**config.mk**
```make
export PLATFORM = sky130hd
export DESIGN_NAME = adc_scan_scheduler_flat
export DESIGN_NICKNAME = d
export VERILOG_FILES = /design/src/rtl/adc_scan_scheduler_if.sv /design/src/rtl/adc_scan_scheduler.sv /design/src/flat_wrapper.sv
export SDC_FILE = /design/constraint.sdc
export NUM_CORES = 1
export LEC_CHECK = 0
export CORE_UTILIZATION = 42
export DETAILED_ROUTE_END_ITERATION = 8
export MAX_ROUTING_LAYER = met4
export PLACE_DENSITY = 0.73
export SLEW_MARGIN = 10
export SYNTH_ARGS = -nofsm -noshare
export SYNTH_HDL_FRONTEND = slang
export SYNTH_SLANG_ARGS = --single-unit
export TNS_END_PERCENT = 30
```
**constraint.sdc**
```tcl
create_clock -name clk -period 2.2 [get_ports clk]
set_input_delay 0.44 -clock clk [delete_from_list [all_inputs] [get_ports clk]]
set_output_delay 0.44 -clock clk [all_outputs]
set_load 0.05 [all_outputs]
```
**src/rtl/adc_scan_scheduler_if.sv**
```systemverilog
// Request/response and ADC-side signal bundle of adc_scan_scheduler.
// master = the scheduler, slave = requester plus ADC SPI interface.
interface adc_scan_scheduler_if;
  logic        req_valid;
  logic [2:0]  req_chan;
  logic        req_ready;
  logic        rsp_valid;
  logic [11:0] rsp_data;
  logic        rsp_err;
  logic        adc_start;
  logic [2:0]  adc_channel;
  logic [11:0] adc_data;
  logic        adc_valid;

  modport master (
    input  req_valid, req_chan, adc_data, adc_valid,
    output req_ready, rsp_valid, rsp_data, rsp_err, adc_start, adc_channel
  );

  modport slave (
    output req_valid, req_chan, adc_data, adc_valid,
    input  req_ready, rsp_valid, rsp_data, rsp_err, adc_start, adc_channel
  );
endinterface

```
**src/rtl/adc_scan_scheduler.sv**
```systemverilog
// Shared ADC sequencer: periodic masked scans, priority one-shot requests, result bank.
// Define ADC_SCAN_AVG_EN to IIR-filter scan results per channel.
module adc_scan_scheduler #(
  parameter int unsigned TIMEOUT_CYCLES = 1024,
  parameter int unsigned TMO_W          = 11
) (
  input  logic                 clk,
  input  logic                 rst,
  input  logic                 scan_en,
  input  logic [7:0]           chan_mask,
  input  logic                 period_tick,
  adc_scan_scheduler_if.master bus,
  input  logic [2:0]           rd_chan,
  output logic [11:0]          rd_data,
  output logic                 rd_fresh,
  input  logic                 rd_ack,
  output logic                 scan_done,
  output logic                 scan_overrun,
  output logic                 timeout_err,
  output logic                 busy
);

  typedef enum logic [1:0] {StIdle, StIssue, StWait, StStore} state_e;
  state_e state_q, state_d;

  logic [2:0]       ch_q, ch_d;
  logic             src_req_q, src_req_d;
  logic [11:0]      sample_q;
  logic [TMO_W-1:0] tmo_q;
  logic             scan_pending_q;
  logic [2:0]       scan_ptr_q;
  logic [7:0]       mask_q;
  logic [11:0]      result_q [8];
  logic [7:0]       fresh_q;
  logic             rsp_valid_q, rsp_err_q;
  logic [11:0]      rsp_data_q;
  logic             scan_done_q, overrun_q, timeout_q;

  logic [2:0]  scan_next;
  logic        scan_found;
  logic        more_above;
  logic        tmo_hit;
  logic        tmo_fire;
  logic        scan_advance;
  logic [11:0] wr_value;

  always_comb begin
    scan_next  = '0;
    scan_found = 1'b0;
    // Descending loop so the lowest qualifying channel is the last assignment.
    for (int i = 7; i >= 0; i--) begin
      if (mask_q[i] && (3'(i) >= scan_ptr_q)) begin
        scan_next  = 3'(i);
        scan_found = 1'b1;
      end
    end
    more_above = 1'b0;
    for (int i = 0; i < 8; i++) begin
      if (mask_q[i] && (3'(i) > ch_q)) more_above = 1'b1;
    end
  end

  assign tmo_hit      = (tmo_q == TMO_W'(TIMEOUT_CYCLES - 1));
  assign tmo_fire     = (state_q == StWait) && !bus.adc_valid && tmo_hit;
  // A scan channel finishes either by storing or by being skipped on timeout.
  assign scan_advance = !src_req_q && ((state_q == StStore) || tmo_fire);

  always_comb begin
    state_d   = state_q;
    ch_d      = ch_q;
    src_req_d = src_req_q;
    unique case (state_q)
      StIdle: begin
        if (bus.req_valid) begin
          ch_d      = bus.req_chan;
          src_req_d = 1'b1;
          state_d   = StIssue;
        end else if (scan_pending_q && scan_found) begin
          ch_d      = scan_next;
          src_req_d = 1'b0;
          state_d   = StIssue;
        end
      end
      StIssue: state_d = StWait;
      StWait: begin
        if (bus.adc_valid) state_d = StStore;
        else if (tmo_hit)  state_d = StIdle;
      end
      StStore: state_d = StIdle;
      default: state_d = StIdle;
    endcase
  end

`ifdef ADC_SCAN_AVG_EN
  logic [7:0]         primed_q;
  logic signed [12:0] diff;
  logic signed [12:0] step;

  always_comb begin
    diff = $signed({1'b0, sample_q}) - $signed({1'b0, result_q[ch_q]});
    step = diff >>> 2;
    if (src_req_q || !primed_q[ch_q]) wr_value = sample_q;
    else                              wr_value = result_q[ch_q] + step[11:0];
  end

  always_ff @(posedge clk) begin
    if (rst)                         primed_q        <= '0;
    else if (state_q == StStore)     primed_q[ch_q]  <= 1'b1;
  end
`else
  assign wr_value = sample_q;
`endif

  always_ff @(posedge clk) begin
    if (rst) begin
      state_q        <= StIdle;
      ch_q           <= '0;
      src_req_q      <= 1'b0;
      sample_q       <= '0;
      tmo_q          <= '0;
      scan_pending_q <= 1'b0;
      scan_ptr_q     <= '0;
      mask_q         <= '0;
      fresh_q        <= '0;
      rsp_valid_q    <= 1'b0;
      rsp_err_q      <= 1'b0;
      rsp_data_q     <= '0;
      scan_done_q    <= 1'b0;
      overrun_q      <= 1'b0;
      timeout_q      <= 1'b0;
      for (int i = 0; i < 8; i++) result_q[i] <= '0;
    end else begin
      state_q     <= state_d;
      ch_q        <= ch_d;
      src_req_q   <= src_req_d;
      rsp_valid_q <= 1'b0;
      rsp_err_q   <= 1'b0;
      scan_done_q <= 1'b0;
      overrun_q   <= 1'b0;
      timeout_q   <= 1'b0;

      if (state_q == StIssue)     tmo_q <= '0;
      else if (state_q == StWait) tmo_q <= tmo_q + 1'b1;

      if ((state_q == StWait) && bus.adc_valid) sample_q <= bus.adc_data;

      if (tmo_fire) begin
        timeout_q <= 1'b1;
        if (src_req_q) begin
          rsp_valid_q <= 1'b1;
          rsp_err_q   <= 1'b1;
          rsp_data_q  <= '0;
        end
      end

      if (state_q == StStore) begin
        result_q[ch_q] <= wr_value;
        if (src_req_q) begin
          rsp_valid_q <= 1'b1;
          rsp_data_q  <= sample_q;
        end
      end

      // Later assignment lets a same-cycle store keep the flag set.
      if (rd_ack)             fresh_q[rd_chan] <= 1'b0;
      if (state_q == StStore) fresh_q[ch_q]    <= 1'b1;

      if (scan_advance) begin
        if (more_above) begin
          scan_ptr_q <= ch_q + 3'd1;
        end else begin
          scan_ptr_q     <= '0;
          scan_pending_q <= 1'b0;
          scan_done_q    <= 1'b1;
        end
      end

      if (period_tick) begin
        if (scan_pending_q) begin
          overrun_q <= 1'b1;
        end else if (scan_en && (chan_mask != 8'd0)) begin
          scan_pending_q <= 1'b1;
          mask_q         <= chan_mask;
        end
      end
    end
  end

  assign bus.req_ready   = (state_q == StIdle) && !rst;
  assign bus.adc_start   = (state_q == StIssue);
  assign bus.adc_channel = ch_q;
  assign bus.rsp_valid   = rsp_valid_q;
  assign bus.rsp_data    = rsp_data_q;
  assign bus.rsp_err     = rsp_err_q;
  assign rd_data         = result_q[rd_chan];
  assign rd_fresh        = fresh_q[rd_chan];
  assign scan_done       = scan_done_q;
  assign scan_overrun    = overrun_q;
  assign timeout_err     = timeout_q;
  assign busy            = (state_q != StIdle) | scan_pending_q;

endmodule

```
**src/flat_wrapper.sv**
```systemverilog
// flat-port wrapper written by rule: the top's interface ports become plain ports
module adc_scan_scheduler_flat 
#(
  parameter int unsigned TIMEOUT_CYCLES = 1024,
  parameter int unsigned TMO_W          = 11
)
  (clk, rst, scan_en, chan_mask, period_tick, rd_chan, rd_data, rd_fresh, rd_ack, scan_done, scan_overrun, timeout_err, busy, bus_req_valid, bus_req_chan, bus_adc_data, bus_adc_valid, bus_req_ready, bus_rsp_valid, bus_rsp_data, bus_rsp_err, bus_adc_start, bus_adc_channel);
  adc_scan_scheduler_if bus_i ();
  input  logic clk;
  input  logic rst;
  input  logic scan_en;
  input  logic [7:0] chan_mask;
  input  logic period_tick;
  input  logic [2:0] rd_chan;
  output logic [11:0] rd_data;
  output logic rd_fresh;
  input  logic rd_ack;
  output logic scan_done;
  output logic scan_overrun;
  output logic timeout_err;
  output logic busy;
  input wire logic [$bits(bus_i.req_valid)-1:0] bus_req_valid;
  input wire logic [$bits(bus_i.req_chan)-1:0] bus_req_chan;
  input wire logic [$bits(bus_i.adc_data)-1:0] bus_adc_data;
  input wire logic [$bits(bus_i.adc_valid)-1:0] bus_adc_valid;
  output wire logic [$bits(bus_i.req_ready)-1:0] bus_req_ready;
  output wire logic [$bits(bus_i.rsp_valid)-1:0] bus_rsp_valid;
  output wire logic [$bits(bus_i.rsp_data)-1:0] bus_rsp_data;
  output wire logic [$bits(bus_i.rsp_err)-1:0] bus_rsp_err;
  output wire logic [$bits(bus_i.adc_start)-1:0] bus_adc_start;
  output wire logic [$bits(bus_i.adc_channel)-1:0] bus_adc_channel;
  assign bus_i.req_valid = bus_req_valid;
  assign bus_i.req_chan = bus_req_chan;
  assign bus_i.adc_data = bus_adc_data;
  assign bus_i.adc_valid = bus_adc_valid;
  assign bus_req_ready = bus_i.req_ready;
  assign bus_rsp_valid = bus_i.rsp_valid;
  assign bus_rsp_data = bus_i.rsp_data;
  assign bus_rsp_err = bus_i.rsp_err;
  assign bus_adc_start = bus_i.adc_start;
  assign bus_adc_channel = bus_i.adc_channel;
  adc_scan_scheduler #(.TIMEOUT_CYCLES(TIMEOUT_CYCLES), .TMO_W(TMO_W)) u_core (.clk(clk), .rst(rst), .scan_en(scan_en), .chan_mask(chan_mask), .period_tick(period_tick), .bus(bus_i), .rd_chan(rd_chan), .rd_data(rd_data), .rd_fresh(rd_fresh), .rd_ack(rd_ack), .scan_done(scan_done), .scan_overrun(scan_overrun), .timeout_err(timeout_err), .busy(busy));
endmodule
```
==> impl_metrics.py <==
metrics = {
    "status": {
        "status": "finished with violations",
        "failed_checks": "negative setup slack",
    },
    "synth": {
        "synthAdderAreaFrac": 0.00858,
        "synth_area_um2": 7290,
        "synthArstFlopShare": 0,
        "synth_edf_count": 96,
        "synth_fp_nets": 639,
        "synth_compound_area_frac": 0.0868,
        "synth_top_area_frac": 0.395,
        "synth_top_family_by_area": "simple AND/OR/NAND/NOR gates",
        "ys_top_cells_by_area": "edfxtp_1 (40%), dfxtp_1 (18%), and2_1 (8.4%)",
        "netlist_instances": 601,
        "yosys.area_share.xor_xnor": 0.00721,
        "synthMuxAreaShare": 0.112,
        "synthSimpleGateAreaFrac": 0.178,
        "yosysWarnings": 0,
        "ys_ff_latch": 162,
        "yosys.area.top_type": "edfxtp_1",
        "synth_area_per_cell_um2": 12.1,
        "synth_seq_area_share": 0.577,
        "synthDistinctLibCells": 59,
        "ys.flop_type": "edfxtp_1",
    },
    "worst_setup_path": {
        "path_class": "register to primary output",
        "required_ns": 1.76,
        "cp.arrival_ns": 1.76,
        "rr_worst_depth": 3,
        "setup.worst_path.end_class": "primary output",
        "r2r_setup_slack_ns": 0.14,
        "r2r_end": "u_core.result_q[6][9]",
        "reg2reg_from": "u_core.bus.adc_channel[1]",
        "startpoint_type": "register",
        "path_max_fanout": 1,
    },
    "clocking": {
        "clkSinkCount": 162,
        "cts_tree": "done",
        "ctsRootBufferMaster": "clkbuf_16",
        "cts_buffers": 17,
        "clock_latency_ns": 0.43,
        "cts-htree-levels": 4,
        "clockBufferDepth": 2,
        "clk_pin_slew_ns": 0.06,
        "cts_setup_buffers": 0,
    },
    "pwr": {
        "p_leak_uw": 0.00341,
        "power_density_nw_per_um2": 792,
        "p_int_uw": 5470,
        "clockPowerShare": 0.419,
        "swShare": 0.244,
        "p_sw_uw": 1770,
        "irDropWorstVdd_mv": 0.557,
        "seq_power_share": 0.468,
        "power_frac_comb": 0.113,
    },
    "place": {
        "placed_cells": 889,
        "numPortBuffers": 68,
        "hpwl_um": 11800,
        "place_area_um2": 8420,
        "routabilityCongestion": 0.861,
    },
    "detailed_routing": {
        "wl_per_cell_um": 18.7,
        "drc": 0,
        "drtPass1Iterations": 5,
        "detail_route.iter0.violations": 471,
        "avgViaCountPerCell": 5.46,
        "routed_wl_um": 17300,
        "num_vias": 5031,
        "final_antenna_net_count": 0,
    },
    "hold_path": {
        "hp-class": "register to register",
        "hold_depth": 1,
    },
    "floorplanning": {
        "io_pins": 69,
        "die_w_um": 134,
        "start_util": 0.435,
        "rows": 47,
        "die_h_um": 134,
        "dieArea_um2": 17900,
        "coreArea_um2": 16800,
    },
    "final_layout": {
        "nFillCells": 1389,
        "ff_latch_area_um2": 4200,
        "nets": 727,
        "final_cells": 922,
        "layout-drive-gt1-share": 0.208,
        "num_antenna_cells": 0,
        "syn_to_final_growth_pct": 25.3,
        "stdcell_area_um2": 9140,
        "multi_input_area_um2": 2890,
    },
    "timing": {
        "skew_ns": 0.00794,
        "hold_viol_final": 0,
        "rsz0062_at_grt": "true",
        "setup_slack_ns": -0.000704,
        "drv_slew": 0,
        "setup_viol": 1,
        "fin_crit_sh": 1.00,
        "max_slew.worst_pin.slew_ns": 1.11,
        "slew_headroom": 0.256,
        "fmax_ghz": 0.454,
        "whs_ns": 0.476,
        "period_minus_slack_ns": 2.20,
    },
    "job": {
        "drv_cap": 0,
    },
    "global_route": {
        "grt_pass1_vias": 5021,
        "grt_max_degree": 38,
        "grt_pass1_wl_um": 27500,
        "grt_use_met1": 0.272,
        "grt.busiest_layer": "met2",
        "antenna_found_initial": 0,
        "use_met2": 0.334,
        "grt.met3_usage": 0.0457,
        "grtUsageTotal": 0.213,
        "overflow": 0,
    },
}
[layer usage]
metal,vias up,routed length (um)
li1,2371,-
met4,0,289
met3,25,1110
met1,2470,7490
met2,165,8370
met5,-,0
[logic make-up after synthesis]
group	count (synthesis)
flip-flops	162
AO/OA/AOI/OAI	93
multiplexers	47
buffers and inverters	53
XOR/XNOR	6
adder cells (fa/ha/maj)	5
AND/OR/NAND/NOR	235
[sequential cells by signal (all words and copies together) (netlist names), named ones only]
| name | count |
|---|---|
| u_core.scan_pending_q | 1 |
| u_core.bus.rsp_valid | 1 |
| u_core.fresh_q | 8 |
| u_core.mask_q | 8 |
| u_core.scan_overrun | 1 |
| u_core.scan_ptr_q | 3 |
| u_core.timeout_err | 1 |
| u_core.sample_q | 12 |
| u_core.bus.adc_channel | 3 |
| u_core.bus.rsp_err | 1 |
| u_core.state_q | 2 |
| u_core.result_q | 96 |
| u_core.src_req_q | 1 |
| u_core.tmo_q | 11 |
| u_core.scan_done | 1 |
[Yosys cell counts (all sizes together), types with 5 or more instances]
cell type  number
edfxtp         96
ha              5
mux4           26
o21ai          18
inv            14
nor2           33
a22o           12
and2           98
nand3          20
or3             7
nor3            7
nand4           5
xor2            5
dfxtp          66
mux2           14
nor2b           6
clkbuf         26
buf            13
mux2i           7
nand2          37
a31o            5
a21oi          28
a211oi          6
[worst max path at each step]
| stage | startpoint | end | slack (ns) | depth (start not counted) |
|---|---|---|---|---|
| after global routing | rst | u_core.result_q[6][8] | -0.04 | 5 |
| after detailed placement | rd_chan[1] | rd_fresh | -0.36 | 5 |
| final | u_core.result_q[3][11] | rd_data[11] | -0.0007 | 3 |
| after floorplan | u_core.bus.adc_channel[2] | u_core.result_q[1][0] | -0.35 | 4 |
| after global placement | rd_chan[1] | rd_data[0] | -0.32 | 5 |
| after CTS | u_core.result_q[3][11] | rd_data[11] | -0.02 | 3 |
[cell type report]
cell class	count	share of cell area
sequential	162	0.460
tap	220	0.0301
timing repair buffer	108	0.121
inverter	14	0.00575
multi-input combinational	386	0.317
clock inverter	14	0.0190
clock buffer	18	0.0470
[cell usage in the layout, fill, tap and decap left out, drive strengths merged, types with 6 or more instances in the layout]
cell type / n
nor2b: 6
mux2i: 7
clkbuf: 18
nand2: 37
and2: 98
mux4: 26
buf: 60
nand3: 20
a211oi: 6
a22o: 12
clkdlybuf4s50: 46
edfxtp: 96
inv: 20
or3: 7
nor2: 33
o21ai: 18
dfxtp: 66
nor3: 7
a21oi: 28
mux2: 14
[repair_timing]
| item | CTS | global route |
|---|---|---|
| gates cloned | 1 | 0 |
| gates resized for setup | 21 | 6 |
| hold buffers | 0 | 0 |
| setup endpoints to repair | 13 | 36 |
[per-stage QoR]
step                      setup TNS, ns   util  worst slack, ns  total power, uW
after floorplan                  -18.28      -           -0.346             3910
after global placement           -13.92  0.503           -0.323             4210
after detailed placement         -16.44  0.503           -0.360             4230
after CTS                       -0.0368  0.544          -0.0235             7280
after global routing             -0.791  0.545          -0.0442             7480
final                         -0.000704  0.545        -0.000704             7230
[critical path, stage by stage, from the launching register on]
cell and delay, ns:
edfxtp_1 0.41, mux4_2 0.48, mux2_2 0.28, buf_6 0.15
[power groups by stage]
stage / logic (uW) / clock network (uW) / registers, uW
2_1_floorplan: 484 / 0 / 3430
3_3_place_gp: 768 / 0 / 3440
3_5_place_dp: 782 / 0 / 3450
4_1_cts: 816 / 3080 / 3380
5_1_grt: 871 / 3210 / 3400
6_report: 816 / 3030 / 3380
Power figures use the tool's default switching activity.
